<file path="src/rtl/touch_cv_slew.sv">
// Touch-to-CV core: four channels (direct / touch-hold / gate) each followed by a one-pole slew limiter,
// time-multiplexed one channel per clk after each sample_clk rising edge. Optional: TOUCH_CV_PASSTHROUGH_EN.
module touch_cv_slew #(
  parameter int                     W            = 16,
  parameter int                     SCALE_SHIFT  = W - 10,
  parameter int                     SLEW_SHIFT   = 2,
  parameter logic [7:0]             TOUCH_THRESH = 8'd16,
  parameter logic signed [W-1:0]    GATE_HIGH    = W'(16000)
) (
  input  logic                clk,
  input  logic                rst,
  input  logic                sample_clk,
  input  logic signed [W-1:0] sample_in0,
  input  logic signed [W-1:0] sample_in1,
  input  logic signed [W-1:0] sample_in2,
  input  logic signed [W-1:0] sample_in3,
  output logic signed [W-1:0] sample_out0,
  output logic signed [W-1:0] sample_out1,
  output logic signed [W-1:0] sample_out2,
  output logic signed [W-1:0] sample_out3,
  input  logic [7:0]          jack,
  input  logic [7:0]          touch0,
  input  logic [7:0]          touch1,
  input  logic [7:0]          touch2,
  input  logic [7:0]          touch3,
  input  logic [7:0]          touch4,
  input  logic [7:0]          touch5,
  input  logic [7:0]          touch6,
  input  logic [7:0]          touch7,
  input  logic [7:0]          mode,
  output logic [1:0]          o_state
);

  typedef enum logic [1:0] {
    ST_IDLE   = 2'd0,
    ST_PROC   = 2'd1,
    ST_COMMIT = 2'd2
  } state_t;

  localparam logic signed [W+1:0] SAT_MAX = $signed({3'b000, {(W-1){1'b1}}});
  localparam logic signed [W+1:0] SAT_MIN = $signed({3'b111, {(W-1){1'b0}}});

  state_t              r_state;
  state_t              w_state_next;
  logic [1:0]          r_ch;
  logic                r_sample_clk;
  logic                w_edge;
  logic signed [W-1:0] r_acc  [4];
  logic signed [W-1:0] r_held [4];
  logic signed [W-1:0] r_out  [4];

  logic [7:0]          w_t;
  logic [1:0]          w_md;
  logic                w_plug;
  logic                w_touched;
  logic signed [W-1:0] w_sin;
  logic [W-1:0]        w_t_ext;
  logic signed [W-1:0] w_scaled;
  logic signed [W-1:0] w_target;
  logic signed [W-1:0] w_acc_cur;
  logic signed [W:0]   w_diff;
  logic signed [W:0]   w_step;
  logic signed [W+1:0] w_sum;
  logic signed [W-1:0] w_acc_next;
  logic signed [W-1:0] w_held_next;
  logic                w_unused;

  assign w_edge  = sample_clk & ~r_sample_clk;
  assign o_state = r_state;

  always_ff @(posedge clk) begin
    if (rst) begin
      r_state      <= ST_IDLE;
      r_ch         <= 2'd0;
      r_sample_clk <= 1'b0;
    end else begin
      r_state      <= w_state_next;
      r_sample_clk <= sample_clk;
      r_ch         <= (r_state == ST_PROC) ? r_ch + 2'd1 : 2'd0;
    end
  end

  // Edges seen outside IDLE are simply ignored.
  always_comb begin
    w_state_next = r_state;
    case (r_state)
      ST_IDLE:   if (w_edge) w_state_next = ST_PROC;
      ST_PROC:   if (r_ch == 2'd3) w_state_next = ST_COMMIT;
      ST_COMMIT: w_state_next = ST_IDLE;
      default:   w_state_next = ST_IDLE;
    endcase
  end

  always_comb begin
    w_t   = touch0;
    w_sin = sample_in0;
    case (r_ch)
      2'd1:    begin w_t = touch1; w_sin = sample_in1; end
      2'd2:    begin w_t = touch2; w_sin = sample_in2; end
      2'd3:    begin w_t = touch3; w_sin = sample_in3; end
      default: begin w_t = touch0; w_sin = sample_in0; end
    endcase
  end

  assign w_md      = mode[{r_ch, 1'b0} +: 2];
  assign w_plug    = jack[r_ch];
  assign w_touched = (w_t >= TOUCH_THRESH);
  assign w_t_ext   = {{(W-8){1'b0}}, w_t};
  assign w_scaled  = $signed(w_t_ext << SCALE_SHIFT);
  assign w_acc_cur = r_acc[r_ch];

  always_comb begin
    w_held_next = r_held[r_ch];
    case (w_md)
      2'd1: begin
        if (w_touched) begin
          w_target    = w_scaled;
          w_held_next = w_scaled;
        end else begin
          w_target = r_held[r_ch];
        end
      end
      2'd2:    w_target = w_touched ? GATE_HIGH : '0;
      default: w_target = w_scaled;
    endcase

    // One extra bit keeps target-acc exact; a +/-1 floor step guarantees exact convergence.
    w_diff = $signed({w_target[W-1], w_target}) - $signed({w_acc_cur[W-1], w_acc_cur});
    w_step = w_diff >>> SLEW_SHIFT;
    if ((w_step == '0) && (w_diff != '0))
      w_step = w_diff[W] ? {(W+1){1'b1}} : {{W{1'b0}}, 1'b1};
    w_sum = $signed({{2{w_acc_cur[W-1]}}, w_acc_cur}) + $signed({w_step[W], w_step});

    if (w_sum > SAT_MAX)      w_acc_next = SAT_MAX[W-1:0];
    else if (w_sum < SAT_MIN) w_acc_next = SAT_MIN[W-1:0];
    else                      w_acc_next = w_sum[W-1:0];

    if (w_plug) begin
      w_held_next = '0;
`ifdef TOUCH_CV_PASSTHROUGH_EN
      w_acc_next  = w_sin;
`else
      w_acc_next  = '0;
`endif
    end
  end

`ifdef TOUCH_CV_PASSTHROUGH_EN
  assign w_unused = ^{touch4, touch5, touch6, touch7, jack[7:4]};
`else
  assign w_unused = ^{touch4, touch5, touch6, touch7, jack[7:4], w_sin};
`endif

  always_ff @(posedge clk) begin
    if (rst) begin
      for (int i = 0; i < 4; i++) begin
        r_acc[i]  <= '0;
        r_held[i] <= '0;
        r_out[i]  <= '0;
      end
    end else begin
      if (r_state == ST_PROC) begin
        r_acc[r_ch]  <= w_acc_next;
        r_held[r_ch] <= w_held_next;
      end
      if (r_state == ST_COMMIT) begin
        for (int i = 0; i < 4; i++) r_out[i] <= r_acc[i];
      end
    end
  end

  assign sample_out0 = r_out[0];
  assign sample_out1 = r_out[1];
  assign sample_out2 = r_out[2];
  assign sample_out3 = r_out[3];

endmodule
</file>
<file path="config.mk">
export PLATFORM = sky130hd
export DESIGN_NAME = touch_cv_slew
export DESIGN_NICKNAME = d
export VERILOG_FILES = /design/src/rtl/touch_cv_slew.sv
export SDC_FILE = /design/constraint.sdc
export NUM_CORES = 1
export LEC_CHECK = 0
export CAP_MARGIN = 20
export CORE_MARGIN = 4
export CORE_UTILIZATION = 40
export DETAILED_ROUTE_END_ITERATION = 8
export PLACE_DENSITY_LB_ADDON = 0.08
export RECOVER_POWER = 25
export SLEW_MARGIN = 20
export SYNTH_ARGS = -nofsm -noshare
export SYNTH_HDL_FRONTEND = slang
export SYNTH_SLANG_ARGS = --single-unit
export TNS_END_PERCENT = 5
</file>
<file path="constraint.sdc">
create_clock -name clk -period 9.6 [get_ports clk]
set_input_delay 0.96 -clock clk [delete_from_list [all_inputs] [get_ports clk]]
set_output_delay 0.96 -clock clk [all_outputs]
set_load 0.1 [all_outputs]
</file>
==> results.json <==
{
  "clk_latency_ns": 0.44,
  "core_um2": 25250,
  "fp.dieW_um": 168.4,
  "hp-class": "flip-flop to flip-flop",
  "avgSynthCellArea_um2": 12.53,
  "critical_path_class": "input pin to flip-flop",
  "tritoncts": "yes",
  "diodes": 0,
  "viasPerCell": 5.358,
  "firstDrtPassIters": 5,
  "die-area_um2": 28360,
  "cts_buffer_depth": 2,
  "syn_nets": 1008,
  "grt_pass1_wl_um": 39200,
  "max-cap-violations": 3,
  "total_power_mw": 2.334,
  "reg2reg_to": "r_acc[2][10]",
  "grt.total_usage": 0.1770,
  "grt_antenna_before_repair": 0,
  "portBuffers": 112,
  "synthCells": 821,
  "ios": 213,
  "regToRegStartpoint": "r_ch[0]",
  "startpoint": "mode[6]",
  "worstPathArrival_ns": 8.53,
  "worstMarginPinSlew_ns": 3.386,
  "wire_per_inst_um": 19.31,
  "antenna_left": 0,
  "worst-r2r-cell-count": 32,
  "critPathSlowestCell": "mux4_2",
  "finalCriticalPeriod_ns": 8.363,
  "setup_ws_ns": 1.237,
  "rows": 58,
  "crit_fanout": 12,
  "rsz0062_at_grt": "false",
  "max_freq_ghz": 0.1196,
  "htreeDepth": 4,
  "synth_top_area_frac": 0.5602,
  "place_ws_ns": 0.8272,
  "grt_pass1_vias": 7169,
  "gp_congestion": 0.8222,
  "nets": 1124,
  "path_clk_slew_ns": 0.08,
  "slew_violations": 163,
  "syn_to_final_growth_pct": 20.80,
  "relSlewSlack": -1.257,
  "cts_setup_buffers": 0,
  "syn_area_um2": 10290,
  "ys_seq_area_frac": 0.5700,
  "crit_path_end_kind": "flip-flop",
  "synthFlopType": "edfxtp_1",
  "dieHeight_um": 168.4,
  "holdBufCountCts": 0,
  "drc": 0,
  "ys_ff_latch": 197,
  "final_hold_viol_count": 0,
  "numCtsBuffers": 17,
  "vias": 6858,
  "irDropWorstVdd_v": 0.00009242,
  "drt_iter0_markers": 622,
  "p_per_area_nw_per_um2": 187.7,
  "cts_resized": 0,
  "ys_warn_count": 0,
  "worstHoldPathCells": 1,
  "setup_viol_count_final": 0,
  "r2r_setup_slack_ns": 1.28,
  "cp.depth": 31,
  "grt_max_degree": 65,
  "cp_top_family": "compound AO/OA/AOI/OAI gates",
  "required_ns": 9.77,
  "synthArstFlopShare": 0,
  "synth_cell_types": 63,
  "fin_skew_ns": 0.02131,
  "setup_tns_ns": 0,
  "slowest_delay_ns": 0.50,
  "synth_edf_count": 192,
  "wl_um": 24720,
  "crit_buf_inv": 7,
  "root_buffer": "clkbuf_16",
  "p_leak_nw": 4.755,
  "failed_checks": "capacitance limit, slew limit",
  "endpoint": "r_acc[2][10]",
  "status": "complete, but fails checks",
  "drive_above_1_share": 0.1189,
  "grt_overflow": 0,
  "cts_sinks": 197,
  "cp-start-kind": "input pin",
  "yosys.area.top_type": "edfxtp_1",
  "fin_crit_sh": 0.8711,
  "start_util": 0.4075,
  "dp.final_hpwl_um": 17260,
  "synthTopCellsByArea": "edfxtp_1 56%, mux4_2 7.7%, ha_1 4.6%, and2_1 4.3%, nor2_1 3.7%"
}
## final cells by class
cell class / count / area, um2
Timing Repair Buffer: 134 / 1286
Multi-Input combinational cell: 522 / 4016
Clock inverter: 15 / 178.9
Sequential cell: 197 / 5868
Tap cell: 330 / 412.9
Clock buffer: 17 / 425.4
Inverter: 65 / 244.0
Fill cell: 2228 / 12820
## cells in the mapped netlist (4+ instances only)
cell	instances
buf_2	7
o21a_1	7
mux2_2	4
mux4_2	35
xnor2_1	21
clkbuf_1	22
nand2b_1	10
ha_1	38
inv_1	65
nor4_1	4
a21oi_1	32
mux2i_1	8
a22o_1	4
edfxtp_1	192
a211oi_1	5
nor3_1	12
a21o_1	5
or3_1	7
dfxtp_1	5
and2_1	71
o21ai_0	25
a222oi_1	8
nor2_1	102
a22oi_1	10
nand2_1	29
and3_1	33
## stage by stage
stage	utilization	cells	instance area, um2	hold slack, ns
3_5_place_dp	0.4680	1247	11820	0.5184
3_3_place_gp	0.4680	1247	11820	0.5181
5_1_grt	0.4923	1280	12430	0.5616
6_report	0.4923	1280	12430	0.5374
4_1_cts	0.4919	1279	12420	0.5355
2_1_floorplan	-	821	10290	0.5183
## flip-flops by register name, indices dropped and copies added (netlist names)
name,flops
r_acc,64
r_held,64
r_out,64
o_state,2
r_ch,2
r_sample_clk,1
## worst min path at each step
stage | from | end
floorplan | r_acc[2][0] | r_out[2][0]
global placement | o_state[1] | o_state[0]
detailed placement | o_state[1] | o_state[0]
global route | o_state[1] | o_state[0]
finish | o_state[1] | o_state[0]
CTS | o_state[1] | o_state[0]
## cells in the final DEF (no fill, tap or decap), drive strengths merged, types with 5 or more instances in the layout
master           n
a21oi           32
or3              7
a21o             5
clkbuf          19
inv             72
edfxtp         192
and2            72
nand2b          10
clkinv           7
and3            33
mux2i            8
a211oi           5
nor3            12
ha              38
nand2           30
o21ai           27
xnor2           21
nor2           103
buf             20
clkdlybuf4s50  111
a22oi           13
dfxtp            5
mux4            35
a222oi           8
o21a             7
## power breakdown
part	internal (mW)	switching, mW	total [mW]
sequential	0.980	0.0130	0.993
combinational	0.229	0.393	0.622
clock	0.354	0.364	0.719
## cell families (layout without fill, tap and decap cells)
group,Yosys count,after routing,share of synthesized area
flip-flops,197,197,0.5700
adder cells (fa/ha/maj),40,40,0.05009
multiplexers,47,47,0.08875
XOR/XNOR,21,21,0.01787
AND/OR/NAND/NOR,286,286,0.1425
AO/OA/AOI/OAI,128,128,0.09033
buffers and inverters,102,231,0.04049
## routing by layer
metal  wire [um]  vias to the layer above  global-route usage
met1       11100                     3401              0.2384
met4         392                        0             0.04128
met5           0                        -                   0
li1            -                     3258                   -
met3        1051                       19             0.03193
met2       12180                      180              0.3005
(Power assumes the default switching activity.)
